--- src/rtl/prf_free_list.sv ---
// Free list of physical register tags for a 2-wide rename stage.
// A circular FIFO hands out the oldest free tags, reclaims retired tags, and rewinds on flush.
module prf_free_list #(
  parameter int PRF_SIZE = 64,
  parameter int ARF_SIZE = 32,
  parameter int PRF_IDX  = 6
) (
  input  logic               i_clock,
  input  logic               i_reset,          // asynchronous, active-low
  input  logic               i_used_1,
  input  logic               i_used_2,
  input  logic               i_retire_valid_1,
  input  logic [PRF_IDX-1:0] i_retire_old_1,
  input  logic               i_retire_valid_2,
  input  logic [PRF_IDX-1:0] i_retire_old_2,
  input  logic               i_flush,
  output logic [PRF_IDX-1:0] o_free_reg_1,
  output logic [PRF_IDX-1:0] o_free_reg_2,
  output logic               o_free_valid_1,
  output logic               o_free_valid_2,
  output logic [PRF_IDX:0]   o_free_count
);

  localparam int D     = PRF_SIZE - ARF_SIZE;
  localparam int PTR_W = $clog2(D);
  localparam int CNT_W = PRF_IDX + 1;

  typedef logic [PTR_W-1:0] ptr_t;

  // Modular add that stays correct even when D is not a power of two.
  function automatic ptr_t ptr_add(input ptr_t p, input logic [1:0] n);
    logic [PTR_W:0] s;
    s = {1'b0, p} + (PTR_W+1)'(n);
    if (s >= (PTR_W+1)'(D)) s = s - (PTR_W+1)'(D);
    return s[PTR_W-1:0];
  endfunction

  logic [PRF_IDX-1:0] r_fifo [D];
  ptr_t               r_head;
  ptr_t               r_tail;
  logic [CNT_W-1:0]   r_count;

  logic [1:0]         w_alloc_req;
  logic [1:0]         w_alloc;
  logic [1:0]         w_freed;
  logic [CNT_W-1:0]   w_req_ext;
  logic [CNT_W:0]     w_count_sum;
  ptr_t               w_head_next;
  ptr_t               w_tail_next;
  ptr_t               w_wr_idx_2;

  assign w_alloc_req = {1'b0, i_used_1} + {1'b0, i_used_2};
  assign w_freed     = {1'b0, i_retire_valid_1} + {1'b0, i_retire_valid_2};
  assign w_req_ext   = CNT_W'(w_alloc_req);

  // Requests beyond the available count are dropped; flush cancels allocation entirely.
  always_comb begin
    w_alloc = w_alloc_req;
    if (i_flush)                   w_alloc = '0;
    else if (w_req_ext > r_count)  w_alloc = r_count[1:0];
  end

  assign w_head_next = ptr_add(r_head, w_alloc);
  assign w_tail_next = ptr_add(r_tail, w_freed);
  // A lone slot-2 retirement lands at tail, otherwise right behind slot 1.
  assign w_wr_idx_2  = ptr_add(r_tail, {1'b0, i_retire_valid_1});
  assign w_count_sum = {1'b0, r_count} - (CNT_W+1)'(w_alloc) + (CNT_W+1)'(w_freed);

  always_ff @(posedge i_clock or negedge i_reset) begin
    if (!i_reset) begin
      // NOTE: the array is reset, not left uninitialised: its reset contents ARE the initial free list.
      for (int i = 0; i < D; i++) r_fifo[i] <= PRF_IDX'(ARF_SIZE + i);
      r_head  <= '0;
      r_tail  <= '0;
      r_count <= CNT_W'(D);
    end else begin
      // NOTE: non-blocking assignments so every update here sees the pre-edge state.
      if (i_retire_valid_1) r_fifo[r_tail]     <= i_retire_old_1;
      if (i_retire_valid_2) r_fifo[w_wr_idx_2] <= i_retire_old_2;
      r_tail <= w_tail_next;
      if (i_flush) begin
        // Tail marks the committed head, so rewinding to it frees every speculative tag.
        r_head  <= w_tail_next;
        r_count <= CNT_W'(D);
      end else begin
        r_head  <= w_head_next;
        r_count <= w_count_sum[CNT_W-1:0];
      end
    end
  end

  assign o_free_reg_1   = r_fifo[r_head];
  assign o_free_reg_2   = r_fifo[ptr_add(r_head, 2'd1)];
  assign o_free_valid_1 = (r_count >= CNT_W'(1));
  assign o_free_valid_2 = (r_count >= CNT_W'(2));
  assign o_free_count   = r_count;

  a_no_over_alloc : assert property (@(posedge i_clock) disable iff (!i_reset)
    !i_flush |-> (w_req_ext <= r_count));

  a_no_overflow : assert property (@(posedge i_clock) disable iff (!i_reset)
    !i_flush |-> (w_count_sum <= (CNT_W+1)'(D)));

endmodule
--- config.mk ---
export PLATFORM = sky130hd
export DESIGN_NAME = prf_free_list
export DESIGN_NICKNAME = d
export VERILOG_FILES = /design/src/rtl/prf_free_list.sv
export SDC_FILE = /design/constraint.sdc
export NUM_CORES = 1
export LEC_CHECK = 0
export ABC_AREA = 1
export CAP_MARGIN = 40
export CORE_ASPECT_RATIO = 2
export CORE_MARGIN = 1
export CORE_UTILIZATION = 60
export CTS_CLUSTER_DIAMETER = 30
export DETAILED_ROUTE_END_ITERATION = 16
export PLACE_DENSITY = 0.78
export SLEW_MARGIN = 30
export SYNTH_ARGS = -nofsm -noshare
export SYNTH_HDL_FRONTEND = slang
export SYNTH_SLANG_ARGS = --single-unit
export TNS_END_PERCENT = 20
--- constraint.sdc ---
create_clock -name i_clock -period 4.1 [get_ports i_clock]
set_clock_uncertainty 0.05 [all_clocks]
set_input_delay 1.025 -clock i_clock [delete_from_list [all_inputs] [get_ports i_clock]]
set_output_delay 1.025 -clock i_clock [all_outputs]
set_load 0.01 [all_outputs]
==> results of run 1 <==
[metal layers]
metal | track usage, % | vias to the layer above
li1 | - | 7682
met1 | 47.9 | 7488
met2 | 67.2 | 759
met3 | 10.2 | 294
met4 | 37.9 | 0
met5 | 0 | -
[flip-flops by register name, summed over array words and instances (netlist names)]
register / count
o_free_count: 7
r_head: 5
r_fifo: 192
r_tail: 5
[worst min path at each step]
stage / depth (start not counted) / slack, ns / end / start
after floorplan: 4 / 0.50 / r_fifo[14]$_DFF_PN1_ / r_fifo[14]$_DFF_PN1_
after global routing: 1 / 0.39 / r_fifo[67]$_DFF_PN0_ / i_reset
after detailed placement: 4 / 0.52 / r_fifo[185]$_DFF_PN1_ / r_fifo[185]$_DFF_PN1_
final: 1 / 0.38 / r_fifo[67]$_DFF_PN0_ / i_reset
after global placement: 4 / 0.51 / r_fifo[135]$_DFF_PN1_ / r_fifo[135]$_DFF_PN1_
after CTS: 4 / 0.53 / r_fifo[185]$_DFF_PN1_ / r_fifo[185]$_DFF_PN1_
[cell type report]
cell class,instances,area [um2],area share (%)
multi-input combinational,1789,8600,48.2
sequential,209,5380,30.1
timing repair buffer,126,1210,6.76
inverter,256,966,5.41
clock buffer,42,932,5.22
tap,340,425,2.38
clock inverter,19,333,1.87
[logic make-up (layout without fill, tap and decap cells)]
family          count (synthesis)  in the layout
xor+xnor                       13             13
buf+inv                       438            443
simple gates                 1338           1338
compound gates                410            410
flops                         209            209
fa+ha+maj                      28             28
[stage by stage]
stage               setup TNS (ns)  instance area [um2]  cells  total power, uW
detailed placement          -0.284                16300   2716            13700
global route               -0.0106                17800   2781            18900
finish                           0                17800   2781            17700
CTS                        -0.0130                17700   2777            17100
floorplan                        0                15600   2436            10500
global placement                 0                16300   2716            13500
[cells in the mapped netlist (3+ instances only)]
library cell,number
nand3_2,24
buf_4,9
ha_1,24
fa_1,4
dfrtp_1,96
o21ai_0,183
buf_2,60
a21oi_1,11
inv_1,253
o21ai_1,182
clkbuf_1,93
nor2_1,59
buf_6,4
nand3_1,308
nand4_1,3
xor2_1,8
nor2_8,4
nand2_1,924
nor3_1,6
dfstp_2,113
buf_1,15
o21ai_2,31
nor3_4,4
[power by group]
group	internal, uW	leakage [uW]	switching [uW]
logic	3640	0.00574	6850
clock network	2140	0.000608	1100
registers	3310	0.00239	630
total	9080	0.00874	8580
[cell usage in the layout (no fill, tap or decap), types with 9 or more instances in the layout]
cell,n
clkbuf_16,35
nand3_1,290
clkdlybuf4s50_1,38
ha_1,23
a21oi_1,11
inv_1,252
o21ai_0,183
nand3_2,39
o21ai_2,31
nand2_1,924
o21ai_1,182
nor2_1,59
buf_12,9
dfstp_2,113
buf_4,70
dfrtp_1,93
[critical path, cell delays in order (launching register included)]
cell and delay, ns:
dfrtp_4 0.56, inv_6 0.26, buf_16 0.29, nand2_1 0.09
nand3_1 0.30, nand2_1 0.09, nor2_1 0.11, nor2_1 0.07
nor2_1 0.08, nor2_1 0.06, clkdlybuf4s50_1 0.49
==> flow_summary.json, run 1 <==
{
  "min_period_over_period_pct": 99.0,
  "hpwl_mm": 35.5,
  "cp-start-kind": "register",
  "status": "finished, final reports clean",
  "path_clk_slew_ns": 0.05,
  "critPathCapture": "o_free_reg_1[1]",
  "dr_wl_met2_mm": 26.0,
  "fin_nets": 2463,
  "max_freq_mhz": 246,
  "layout-drive-gt1-share_pct": 14.7,
  "fp.dieW_um": 116,
  "start_util_pct": 60.8,
  "antenna_cells": 0,
  "clk_latency_ns": 0.52,
  "synth_top_family_by_area": "simple AND/OR/NAND/NOR gates",
  "cellLeakagePower_uw": 0.00874,
  "avgSynthCellArea_um2": 6.40,
  "dr_wl_met3_mm": 4.10,
  "postLayoutCoreUtil_pct": 69.6,
  "seq_area_frac_synth_pct": 34.4,
  "area_delta_synth_final_pct": 14.4,
  "holdBufCountCts": 0,
  "critPathKind": "register to output pin",
  "synth_xor_area_share_pct": 1.02,
  "drv_slew": 0,
  "wl_per_cell_um": 19.7,
  "worst_pin_slew_ns": 0.801,
  "grt_usage_pct": 43.0,
  "dp_slack_ns": -0.116,
  "synth_area_um2": 15600,
  "required_ns": 3.02,
  "wirelength_mm": 54.8,
  "fin_crit_ns": 4.06,
  "r2r_slack_ns": 0.91,
  "critPathArrivalTime_ns": 2.98,
  "timing.hold.ws_ns": 0.377,
  "synthTopCellsByArea": "nand2_1, dfstp_2, dfrtp_1",
  "synth_cell_type_count": 36,
  "cts_buffers": 34,
  "synth_top_area_cell": "nand2_1",
  "clkSinkCount": 209,
  "synth_compound_area_share_pct": 14.0,
  "die-area_um2": 26700,
  "ant_nets": 0,
  "relSlewSlack_pct": 46.2,
  "rows": 83,
  "cts_root_buf": "clkbuf_16",
  "via_per_inst": 5.83,
  "cts_max_level": 2,
  "yosys_register_bits": 209,
  "first_global_vias": 15400,
  "vias": 16200,
  "setup_viol": 0,
  "highest_layer": "met4",
  "clk_path_buf_depth": 3,
  "cp_max_fo": 69,
  "r2r_cells": 17,
  "grt_pass1_wl_mm": 85.6,
  "cts_tree": "done",
  "cts.repair.resized": 13,
  "ios": 40,
  "synthCells": 2436,
  "final-hold-violation-count": 0,
  "maxCapViolCount": 0,
  "drtIter0Drc": 1545,
  "synth-simple-area-share_pct": 36.7,
  "wirelength_met1_mm": 19.2,
  "synth_fa_ha_area_share_pct": 2.44,
  "first_pass_iters": 6,
  "setup_ws_ns": 0.0413,
  "antenna_found_initial": 0,
  "crit_start": "r_head[0]$_DFF_PN0_",
  "p_per_area_nw_per_um2": 990,
  "fill_cells": 2284,
  "grt_overflow": 0,
  "rsz0062_at_grt": "yes",
  "vdd_ir_drop_max_mv": 0.463,
  "r2r-end": "o_free_count[4]$_DFF_PN0_",
  "coreArea_um2": 25700,
  "finalWeightedCongestion": 1.06,
  "hp-class": "input port to asynchronous set/reset pin",
  "postCtsSetupBuffers": 0,
  "worstSetupEndpointType": "output pin",
  "synth_edf_count": 0,
  "grt_max_degree": 101,
  "drc": 0,
  "die_h_um": 230,
  "ys.flop_type": "dfstp_2",
  "syn-num-nets": 2483,
  "port_buffers": 39,
  "yosys_warnings": 0,
  "async_reset_ff_share_pct": 100,
  "netlist.area_leader.share_pct": 22.2,
  "synth_mux_area_share_pct": 0,
  "r2r-start": "o_free_count[1]$_DFF_PN0_"
}
(Power assumes the default switching activity.)
==> run 2, diff against run 1 <==
- clock period: 4.1 -> 4.75 ns (I/O delays scaled with it)
==> flow_summary.json, run 2 (same netlist as run 1, synthesis figures left out) <==
{
  "status": "finished, final reports clean",
  "ant_nets": 0,
  "vdd_ir_drop_max_mv": 0.445,
  "fill_cells": 2369,
  "maxCapViolCount": 0,
  "grt_pass1_wl_mm": 85.5,
  "critPathArrivalTime_ns": 3.48,
  "holdBufCountCts": 0,
  "layout-drive-gt1-share_pct": 12.9,
  "worst_pin_slew_ns": 0.824,
  "largest_reg_flops": 192,
  "min_period_over_period_pct": 99.3,
  "cts_buffers": 36,
  "cts_max_level": 2,
  "final-hold-violation-count": 0,
  "drtIter0Drc": 1801,
  "most-common-layout-cells": "nand2_1, nand3_1, inv_1",
  "postCtsSetupBuffers": 0,
  "postLayoutCellArea_um2": 17300,
  "critPathKind": "register to output pin",
  "fin_nets": 2430,
  "hp-class": "register to register",
  "area_delta_synth_final_pct": 11.2,
  "coreArea_um2": 25700,
  "start_util_pct": 60.8,
  "vias": 16200,
  "rsz0062_at_grt": "no",
  "finalWeightedCongestion": 0.984,
  "required_ns": 3.51,
  "cp_max_fo": 42,
  "wirelength_mm": 55.7,
  "path_clk_slew_ns": 0.05,
  "relSlewSlack_pct": 45.1,
  "via_per_inst": 5.90,
  "grt_overflow": 0,
  "worstSetupEndpointType": "output pin",
  "multi_input_area_um2": 8460,
  "drv_slew": 0,
  "antenna_found_initial": 0,
  "antenna_cells": 0,
  "seq_area_um2": 5380,
  "clk_latency_ns": 0.53,
  "first_pass_iters": 7,
  "cts_tree": "done",
  "setup_viol": 0,
  "cellLeakagePower_uw": 0.00852,
  "clkSinkCount": 209,
  "ios": 40,
  "drc": 0,
  "tns_ns": 0,
  "wl_per_cell_um": 20.2,
  "cts_root_buf": "clkbuf_16",
  "grt_usage_pct": 43.1,
  "p_per_area_nw_per_um2": 857,
  "layout_commonest_cell": "nand2_1",
  "cts.repair.resized": 0,
  "die-area_um2": 26700,
  "hpwl_mm": 36.5,
  "port_buffers": 39,
  "cp-start-kind": "register",
  "grt_max_degree": 85,
  "fp.dieW_um": 116,
  "max_freq_mhz": 212,
  "die_h_um": 230,
  "rows": 83,
  "dpl_cell_area_um2": 16100,
  "largest-register": "r_fifo",
  "fin_crit_ns": 4.72,
  "clk_path_buf_depth": 3,
  "first_global_vias": 15200
}
## run 2: metrics by stage
step                setup slack, ns  util, %  hold slack [ns]  cells  power (uW)
finish                       0.0341     67.6            0.542   2751       14900
global route                0.00307     67.6            0.567   2751       15900
CTS                           0.168     67.5            0.539   2750       14600
detailed placement            0.397     62.6            0.529   2684       11700
global placement              0.434     62.5            0.517   2682       11600
floorplan                      1.02        -            0.504   2436        9090
## run 2: power breakdown
group / switching [uW] / internal [uW] / total (uW)
Sequential: 524 / 2850 / 3380
Combinational: 5840 / 2910 / 8750
Clock: 1020 / 1720 / 2740
Total: 7380 / 7480 / 14900
## run 2: worst paths after layout
check                                             to  cells past startpoint                       from  slack [ns]
setup / recovery                     o_free_reg_2[1]                     10        r_head[0]$_DFF_PN0_        0.03
hold / removal                  r_fifo[16]$_DFF_PN1_                      4       r_fifo[16]$_DFF_PN1_        0.54
setup reg to reg           o_free_count[4]$_DFF_PN0_                     17  o_free_count[1]$_DFF_PN0_        1.59
hold reg to reg                 r_fifo[16]$_DFF_PN1_                      4       r_fifo[16]$_DFF_PN1_        0.54
max in group asynchronous      r_fifo[127]$_DFF_PN1_                      2                    i_reset        2.99
min in group asynchronous       r_fifo[66]$_DFF_PN0_                      1                    i_reset        0.69
## run 2: worst max-delay path, stage by stage (launching register included)
cell,delay (ns)
dfrtp_4,0.51
ha_1,0.33
inv_1,0.25
buf_12,0.30
nand3_1,0.37
nand3_1,0.18
nand3_1,0.17
nand2_1,0.13
nand2_1,0.06
nand2_1,0.09
clkdlybuf4s50_1,0.55
## run 2: final cells by class
class | instances | share of cell area, %
clock buffers | 43 | 5.64
multi-input cells | 1789 | 48.8
flip-flops and latches | 209 | 31.0
well taps | 340 | 2.45
inverters | 256 | 5.56
repair buffers | 91 | 4.93
clock inverters | 23 | 1.62
## run 2: metal layers
layer | share of wire, % | global-route usage, % | vias up
met5 | 0 | 0 | -
met4 | 9.7 | 37.2 | 0
met3 | 7.8 | 9.44 | 311
met2 | 47 | 68.2 | 841
met1 | 36 | 48.1 | 7455
li1 | - | - | 7628
